`src/rtl/r2_column_buffer.sv`:
```
// Raster pixel stream to five vertically aligned taps S1..S5 for the R2 patch-sum stage.
// Define R2_BOTTOM_FLUSH_EN to emit two zero-padded bottom rows after each frame.
module r2_column_buffer #(
  parameter int COLS = 7,
  parameter int ROWS = 7
) (
  input  logic       clk,
  input  logic       rst,
  input  logic       done_i,
  input  logic [7:0] data_i,
  output logic [7:0] S1,
  output logic [7:0] S2,
  output logic [7:0] S3,
  output logic [7:0] S4,
  output logic [7:0] S5,
  output logic       done_o,
  output logic       progress_done_o,
  output logic       busy_o
);

  localparam int CW = (COLS > 1) ? $clog2(COLS) : 1;
  localparam logic [CW-1:0] COL_LAST = CW'(COLS - 1);
  localparam logic [9:0]    ROW_LAST = 10'(ROWS - 1);
`ifdef R2_BOTTOM_FLUSH_EN
  localparam logic [9:0]    ROW_FLUSH_LAST = 10'(ROWS + 1);
`endif

  typedef enum logic [2:0] {
    IDLE,
    FILL,
    STREAM,
`ifdef R2_BOTTOM_FLUSH_EN
    FLUSH,
`endif
    DONE
  } state_t;

  state_t          state, state_nxt;
  logic [CW-1:0]   col_cnt;
  logic [9:0]      row_cnt;
  logic [7:0]      lb0 [COLS];
  logic [7:0]      lb1 [COLS];
  logic [7:0]      lb2 [COLS];
  logic [7:0]      lb3 [COLS];
  logic            accept, flush_step, step, last_out, bot_mask;
  logic            col_last, frame_last;
  logic [7:0]      pix, t1, t2, t3, t4;

  assign col_last   = (col_cnt == COL_LAST);
  assign frame_last = col_last && (row_cnt == ROW_LAST);

  always_ff @(posedge clk) begin
    if (!rst) state <= IDLE;
    else      state <= state_nxt;
  end

  always_comb begin
    state_nxt  = state;
    accept     = 1'b0;
    flush_step = 1'b0;
    last_out   = 1'b0;
    bot_mask   = 1'b0;
    case (state)
      IDLE: begin
        if (done_i) begin
          accept    = 1'b1;
          state_nxt = FILL;
        end
      end
      FILL: begin
        if (done_i) begin
          accept = 1'b1;
          if (col_last && row_cnt == 10'd1) state_nxt = STREAM;
        end
      end
      STREAM: begin
        if (done_i) begin
          accept = 1'b1;
          if (frame_last) begin
`ifdef R2_BOTTOM_FLUSH_EN
            state_nxt = FLUSH;
`else
            state_nxt = DONE;
            last_out  = 1'b1;
`endif
          end
        end
      end
`ifdef R2_BOTTOM_FLUSH_EN
      FLUSH: begin
        flush_step = 1'b1;
        // Second virtual row also forces S4: LB0 would hold the zero of the first one anyway
        bot_mask   = (row_cnt == ROW_FLUSH_LAST);
        if (col_last && row_cnt == ROW_FLUSH_LAST) begin
          state_nxt = DONE;
          last_out  = 1'b1;
        end
      end
`endif
      DONE:    state_nxt = IDLE;
      default: state_nxt = IDLE;
    endcase

    step = accept | flush_step;
    pix  = flush_step ? '0 : data_i;
    t4   = (row_cnt < 10'd1 || bot_mask) ? '0 : lb0[col_cnt];
    t3   = (row_cnt < 10'd2) ? '0 : lb1[col_cnt];
    t2   = (row_cnt < 10'd3) ? '0 : lb2[col_cnt];
    t1   = (row_cnt < 10'd4) ? '0 : lb3[col_cnt];
  end

  // Line buffers: no reset, stale contents are hidden by the row masks above
  always_ff @(posedge clk) begin
    if (step) begin
      lb0[col_cnt] <= pix;
      lb1[col_cnt] <= lb0[col_cnt];
      lb2[col_cnt] <= lb1[col_cnt];
      lb3[col_cnt] <= lb2[col_cnt];
    end
  end

  always_ff @(posedge clk) begin
    if (!rst) begin
      col_cnt         <= '0;
      row_cnt         <= '0;
      S1              <= '0;
      S2              <= '0;
      S3              <= '0;
      S4              <= '0;
      S5              <= '0;
      done_o          <= 1'b0;
      progress_done_o <= 1'b0;
      busy_o          <= 1'b0;
    end else begin
      done_o          <= step && (row_cnt >= 10'd2);
      progress_done_o <= last_out;
      if (step) begin
        S5 <= pix;
        S4 <= t4;
        S3 <= t3;
        S2 <= t2;
        S1 <= t1;
        if (col_last) begin
          col_cnt <= '0;
          row_cnt <= row_cnt + 10'd1;
        end else begin
          col_cnt <= col_cnt + CW'(1);
        end
      end
      if (state == DONE) begin
        col_cnt <= '0;
        row_cnt <= '0;
        busy_o  <= 1'b0;
      end else if (accept) begin
        busy_o  <= 1'b1;
      end
    end
  end

endmodule

```
`config.mk`:
```
export PLATFORM = sky130hd
export DESIGN_NAME = r2_column_buffer
export DESIGN_NICKNAME = d
export VERILOG_FILES = /design/src/rtl/r2_column_buffer.sv
export SDC_FILE = /design/constraint.sdc
export NUM_CORES = 1
export LEC_CHECK = 0
export ABC_AREA = 0
export CAP_MARGIN = 20
export CORE_MARGIN = 3
export CORE_UTILIZATION = 45
export DETAILED_ROUTE_END_ITERATION = 10
export GPL_TIMING_DRIVEN = 0
export PLACE_DENSITY = 0.61
export REMOVE_ABC_BUFFERS = 1
export SETUP_SLACK_MARGIN = 0.5
export SYNTH_ARGS = -nofsm -noshare
export SYNTH_HDL_FRONTEND = slang
export SYNTH_SLANG_ARGS = --single-unit
export TNS_END_PERCENT = 20
```
`constraint.sdc`:
```
create_clock -name clk -period 8.33 [get_ports clk]
set_input_delay 1.2495 -clock clk [delete_from_list [all_inputs] [get_ports clk]]
set_output_delay 1.2495 -clock clk [all_outputs]
set_load 0.01 [all_outputs]
```
# --- After elaboration in Yosys (flattened, before gate mapping) ---
# Memories as Yosys holds them, arrays and structs flattened. A register that Yosys moved wholly into a read port is not among the register bits.
# Cells that the tools add are included.
classes:
  n_lt_le_gt_ge: 5
  muxes: 24
  eq_ne: 11
  bitwise: 1
  n_addsub: 2
  n_reduce_logical: 9
ops:
  columns: ["cell", "count"]
  rows:
  - ["2-to-1 mux 3 bit", 14]
  - ["2-to-1 mux 8 bit", 4]
  - ["less-than comparator 10 x 2 -> 1 bit, second input constant", 2]
  - ["adder 10 x 1 -> 10 bit, second input constant", 1]
  - ["== test 10 x 1 -> 1 bit, second input constant", 1]
  - ["== test 10 x 3 -> 1 bit, second input constant", 1]
  - ["greater-or-equal comparator 10 x 2 -> 1 bit, second input constant", 1]
  - ["less-than comparator 10 x 1 -> 1 bit, second input constant", 1]
  - ["less-than comparator 10 x 3 -> 1 bit, second input constant", 1]
  - ["inequality test 2 bit, second input constant", 5]
  - ["one-hot mux 3 bit (3 select lines)", 1]
  - ["== test 3 x 2 -> 1 bit, second input constant", 2]
  - ["2-to-1 mux 1 bit", 5]
  - ["AND reduction 5 bit", 1]
  - ["adder 3 x 1 -> 3 bit, second input constant", 1]
  - ["== test 3 x 1 -> 1 bit, second input constant", 1]
  - ["== test 3 bit, second input constant", 1]
  - ["logical AND 1 bit", 3]
  - ["zero test 3 bit", 1]
  - ["AND reduction 3 bit", 1]
  - ["OR reduction 3 bit", 1]
  - ["AND reduction 2 bit", 1]
  - ["OR reduction 2 bit", 1]
  - ["inverter 1 bit", 1]
totals:
  output_inout_bits: 43
  regBits: 59
  elab_cells: 67
  ramBits: 224
  n_memories: 4
  inputBits: 11
mem_list:
  columns: ["name", "depth", "width", "read_ports", "rd_ports_with_merged_regs", "wr", "line", "text"]
  rows:
  - ["lb0", 7, 8, 1, 1, 1, "41", "logic [7:0] lb0 [COLS];"]
  - ["lb1", 7, 8, 1, 1, 1, "42", "logic [7:0] lb1 [COLS];"]
  - ["lb2", 7, 8, 1, 1, 1, "43", "logic [7:0] lb2 [COLS];"]
  - ["lb3", 7, 8, 1, 1, 1, "44", "logic [7:0] lb3 [COLS];"]

# --- Depth between registers and ports, before layout ---
depth:
  ltp_word: 5
  depth_mapped: 7
  ltp_nobuf: 6

# --- Worst setup path after synthesis ---
# OpenSTA, ideal clock, no wires.
synth_path:
  path_type: "input port to flip-flop"
  from: "in done_i"
  to: "mem lb0[2][0], enable pin"
  setup_time_ps: 513
  path_stages: 3
  slack_ps: 2885
  required_time_ps: 7817
  path_buffers: 1
  arrival_ps: 4932
  cell_sequence: "nand2b_1 -> clkbuf_1 -> nor4b_1"
synth_between:
  elab_chain_len: 4
synth_lines:
  columns: ["element", "line", "text"]
  rows:
  - ["from (decl)", "9", "input logic done_i,"]
  - ["2-to-1 mux 1 bit", "65, 71, 77", null]
  - ["2-to-1 mux 1 bit", null, null]
  - ["2-to-1 mux 1 bit", "114", "if (step) begin"]
  - ["2-to-1 mux 1 bit (implied by the code)", "115", "lb0[col_cnt] <= pix;"]
  - ["to (decl)", "41", null]
# No other way between the ends.

# --- Final worst setup path ---
layout_path:
  from: "in done_i"
  to: "mem lb3[0][5], enable pin"
layout_between:
  elab_chain_len: 4
layout_lines:
  columns: ["element", "line", "text"]
  rows:
  - ["2-to-1 mux 1 bit", "65, 71, 77", null]
  - ["2-to-1 mux 1 bit", null, null]
  - ["2-to-1 mux 1 bit", "114", null]
  - ["2-to-1 mux 1 bit (implied by the code)", "118", "lb3[col_cnt] <= lb2[col_cnt];"]
  - ["to (decl)", "44", null]
# No other way between the ends.

==> results.sh <==
export IMPL_nNetsFinal=742
export IMPL_worstPathArrival_ns=3.56
export IMPL_syn2layout_area_growth_pct=18.7
export IMPL_async_reset_ff_share_pct=0
export IMPL_synth_edf_count=224
export IMPL_cp_start_kind="primary input"
export IMPL_post_dp_cell_area_mm2=0.0120
export IMPL_ioPinCount=54
export IMPL_antenna_left=0
export IMPL_place_ws_ns=4.39
export IMPL_numCtsBuffers=29
export IMPL_ctsLongestPathBuffers=3
export IMPL_leakage_nw=4.18
export IMPL_insertion_delay_ns=0.53
export IMPL_synthFlopType="edfxtp_1"
export IMPL_port_buffers=53
export IMPL_wire_per_inst_um=20.0
export IMPL_synthCells=646
export IMPL_synth_most_common_cell="edfxtp_1"
export IMPL_drive_gt1_share_pct=17.3
export IMPL_rsz0062_at_grt="false"
export IMPL_cts_root_buf="clkbuf_16"
export IMPL_dieHeight_um=161
export IMPL_clkTransAtPathRegs_ns=0.06
export IMPL_cts_max_level=1
export IMPL_globalRouteOverflowTotal=0
export IMPL_ys_top_cells_by_count="224 x edfxtp_1, 68 x nand2_1, 61 x dfxtp_1"
export IMPL_min_path_type="flop to flop"
export IMPL_cts_setup_buffers=0
export IMPL_finalPower_mw=3.42
export IMPL_stdcell_area_mm2=0.0129
export IMPL_tightest_slew_ns=0.918
export IMPL_maxCapViolations=0
export IMPL_grt_max_degree=67
export IMPL_grtUsageTotal_pct=16.7
export IMPL_post_cts_resized=0
export IMPL_core_area_mm2=0.0236
export IMPL_finalSetupViolations=0
export IMPL_status="completed"
export IMPL_ys_ff_latch=285
export IMPL_synth_area_leaders="edfxtp_1 62%, dfxtp_1 11%, mux4_2 5.8%, mux2i_1 3.9%, mux2_2 2.5%"
export IMPL_synth_avg_cell_area_um2=16.8
export IMPL_gp_congestion=0.764
export IMPL_min_period_ns=3.32
export IMPL_finalClockSkew_ns=0.0105
export IMPL_fp_dieW_um=161
export IMPL_cts_tree="built"
export IMPL_netlist_top_cell_by_area="edfxtp_1"
export IMPL_drt_iter0_drc=310
export IMPL_vias_per_cell=5.35
export IMPL_p_per_area_mw_per_mm2=265
export IMPL_slew_headroom_pct=38.6
export IMPL_vdd_drop_max_v=0.000119
export IMPL_grt_first_pass_wirelength_mm=33.6
export IMPL_finalCritPeriodShare_pct=39.9
export IMPL_drcViolationCount=0
export IMPL_finalHoldViolations=0
export IMPL_vias=5686
export IMPL_end_kind="flop"
export IMPL_diodes=0
export IMPL_rows=56
export IMPL_routed_wl_mm=21.2
export IMPL_synth_seq_area_share_pct=73.1
export IMPL_cp_required_ns=8.56
export IMPL_start_util_pct=46.1
export IMPL_clock_sinks=285
export IMPL_hold_ws_ns=0.455
export IMPL_slew_violations=0
export IMPL_cts_hold_buf=0
export IMPL_synth_area_mm2=0.0109
export IMPL_synth_cell_type_count=42
export IMPL_final_setup_worst_slack_ns=5.01
export IMPL_antenna_found_initial=0
export IMPL_dp_hpwl_mm=12.8
export IMPL_netlist_area_leader_share_pct=61.8
export IMPL_yosysWarnings=0
export IMPL_design_die_area_mm2=0.0261
export IMPL_grt_pass1_vias=5992
export IMPL_fmax_mhz=301
export IMPL_path_class="primary input to flop"
export IMPL_worst_path_max_fanout=14
export IMPL_first_pass_iters=4
-- worst max-delay path: stages --
cell and delay [ns]:
clkdlybuf4s50_1 0.54, nand2b_1 0.37, nor4_2 0.63, buf_4 0.28, buf_4 0.16, buf_4 0.16, buf_4 0.17
-- area by class of cell --
cell class / instances / area [um^2]
inverters: 5 / 18.8
clock buffers: 43 / 788
fillers: 1897 / 10700
repair buffers: 79 / 858
clock inverters: 10 / 119
multi-input cells: 322 / 2770
flip-flops and latches: 285 / 7960
well taps: 319 / 399
-- registers in the layout (all words and copies together) (netlist names), 3 cells and up, named ones only --
register	count
S3	8
lb0	56
col_cnt	3
lb3	56
row_cnt	10
lb2	56
S5	8
S4	8
S2	8
lb1	56
S1	8
-- report_power, final --
| part | internal [mW] | leakage (nW) | switching (mW) |
|---|---|---|---|
| logic | 0.196 | 1.21 | 0.240 |
| clock network | 0.742 | 0.438 | 0.490 |
| registers | 1.71 | 2.53 | 0.0474 |
| total | 2.65 | 4.18 | 0.777 |
-- cells by family after synthesis --
family          count (synthesis)  synth area share (%)
compound gates                 96                  5.59
xor+xnor                        4                 0.322
fa+ha+maj                       9                  1.04
buf+inv                        39                  1.86
flops                         285                  73.1
mux                            98                  13.1
simple gates                  115                  5.01
-- cells in the final DEF (no fill, tap or decap), drive strengths merged, types with 2 or more instances in the layout --
cell | Yosys | final
nand2b | 2 | 2
buf | 17 | 26
nand4 | 5 | 5
mux2 | 24 | 24
a21oi | 9 | 9
and2 | 5 | 5
inv | 5 | 5
dfxtp | 61 | 61
xnor2 | 3 | 3
clkdlybuf4s50 | 0 | 53
or3 | 6 | 6
clkinv | 0 | 7
nor3 | 4 | 4
edfxtp | 224 | 224
nand2 | 68 | 68
mux4 | 32 | 32
nand3 | 5 | 5
o21ai | 48 | 48
a22o | 24 | 24
ha | 9 | 9
a21boi | 9 | 9
bufinv | 0 | 3
clkbuf | 17 | 43
a31oi | 2 | 2
nor4 | 3 | 3
mux2i | 42 | 42
nor2 | 11 | 11
nor2b | 2 | 2
-- routing by layer --
layer	part of all wire, %	vias up	global-route usage (%)
met5	0	-	0
met4	2.8	0	5.16
met3	5.1	43	2.56
met2	50	137	28.0
met1	42	2850	22.6
li1	-	2656	-
-- per-stage QoR --
step	setup TNS [ns]	cells	util [%]
final	0	1063	54.7
after global routing	0	1063	54.7
after floorplan	0	612	-
after CTS	0	1063	54.7
after global placement	-74.86	984	49.2
after detailed placement	0	1010	50.8
-- final timing paths --
path / from / to / slack, ns / depth (start not counted)
max: done_i / lb3[0][5] / 5.01 / 7
min: S1[1] / S1[1] / 0.46 / 2
max reg2reg: state[0] / lb3[0][5] / 5.64 / 7
min reg2reg: S1[1] / S1[1] / 0.46 / 2
No activity file was read; power rests on OpenSTA's default activity.
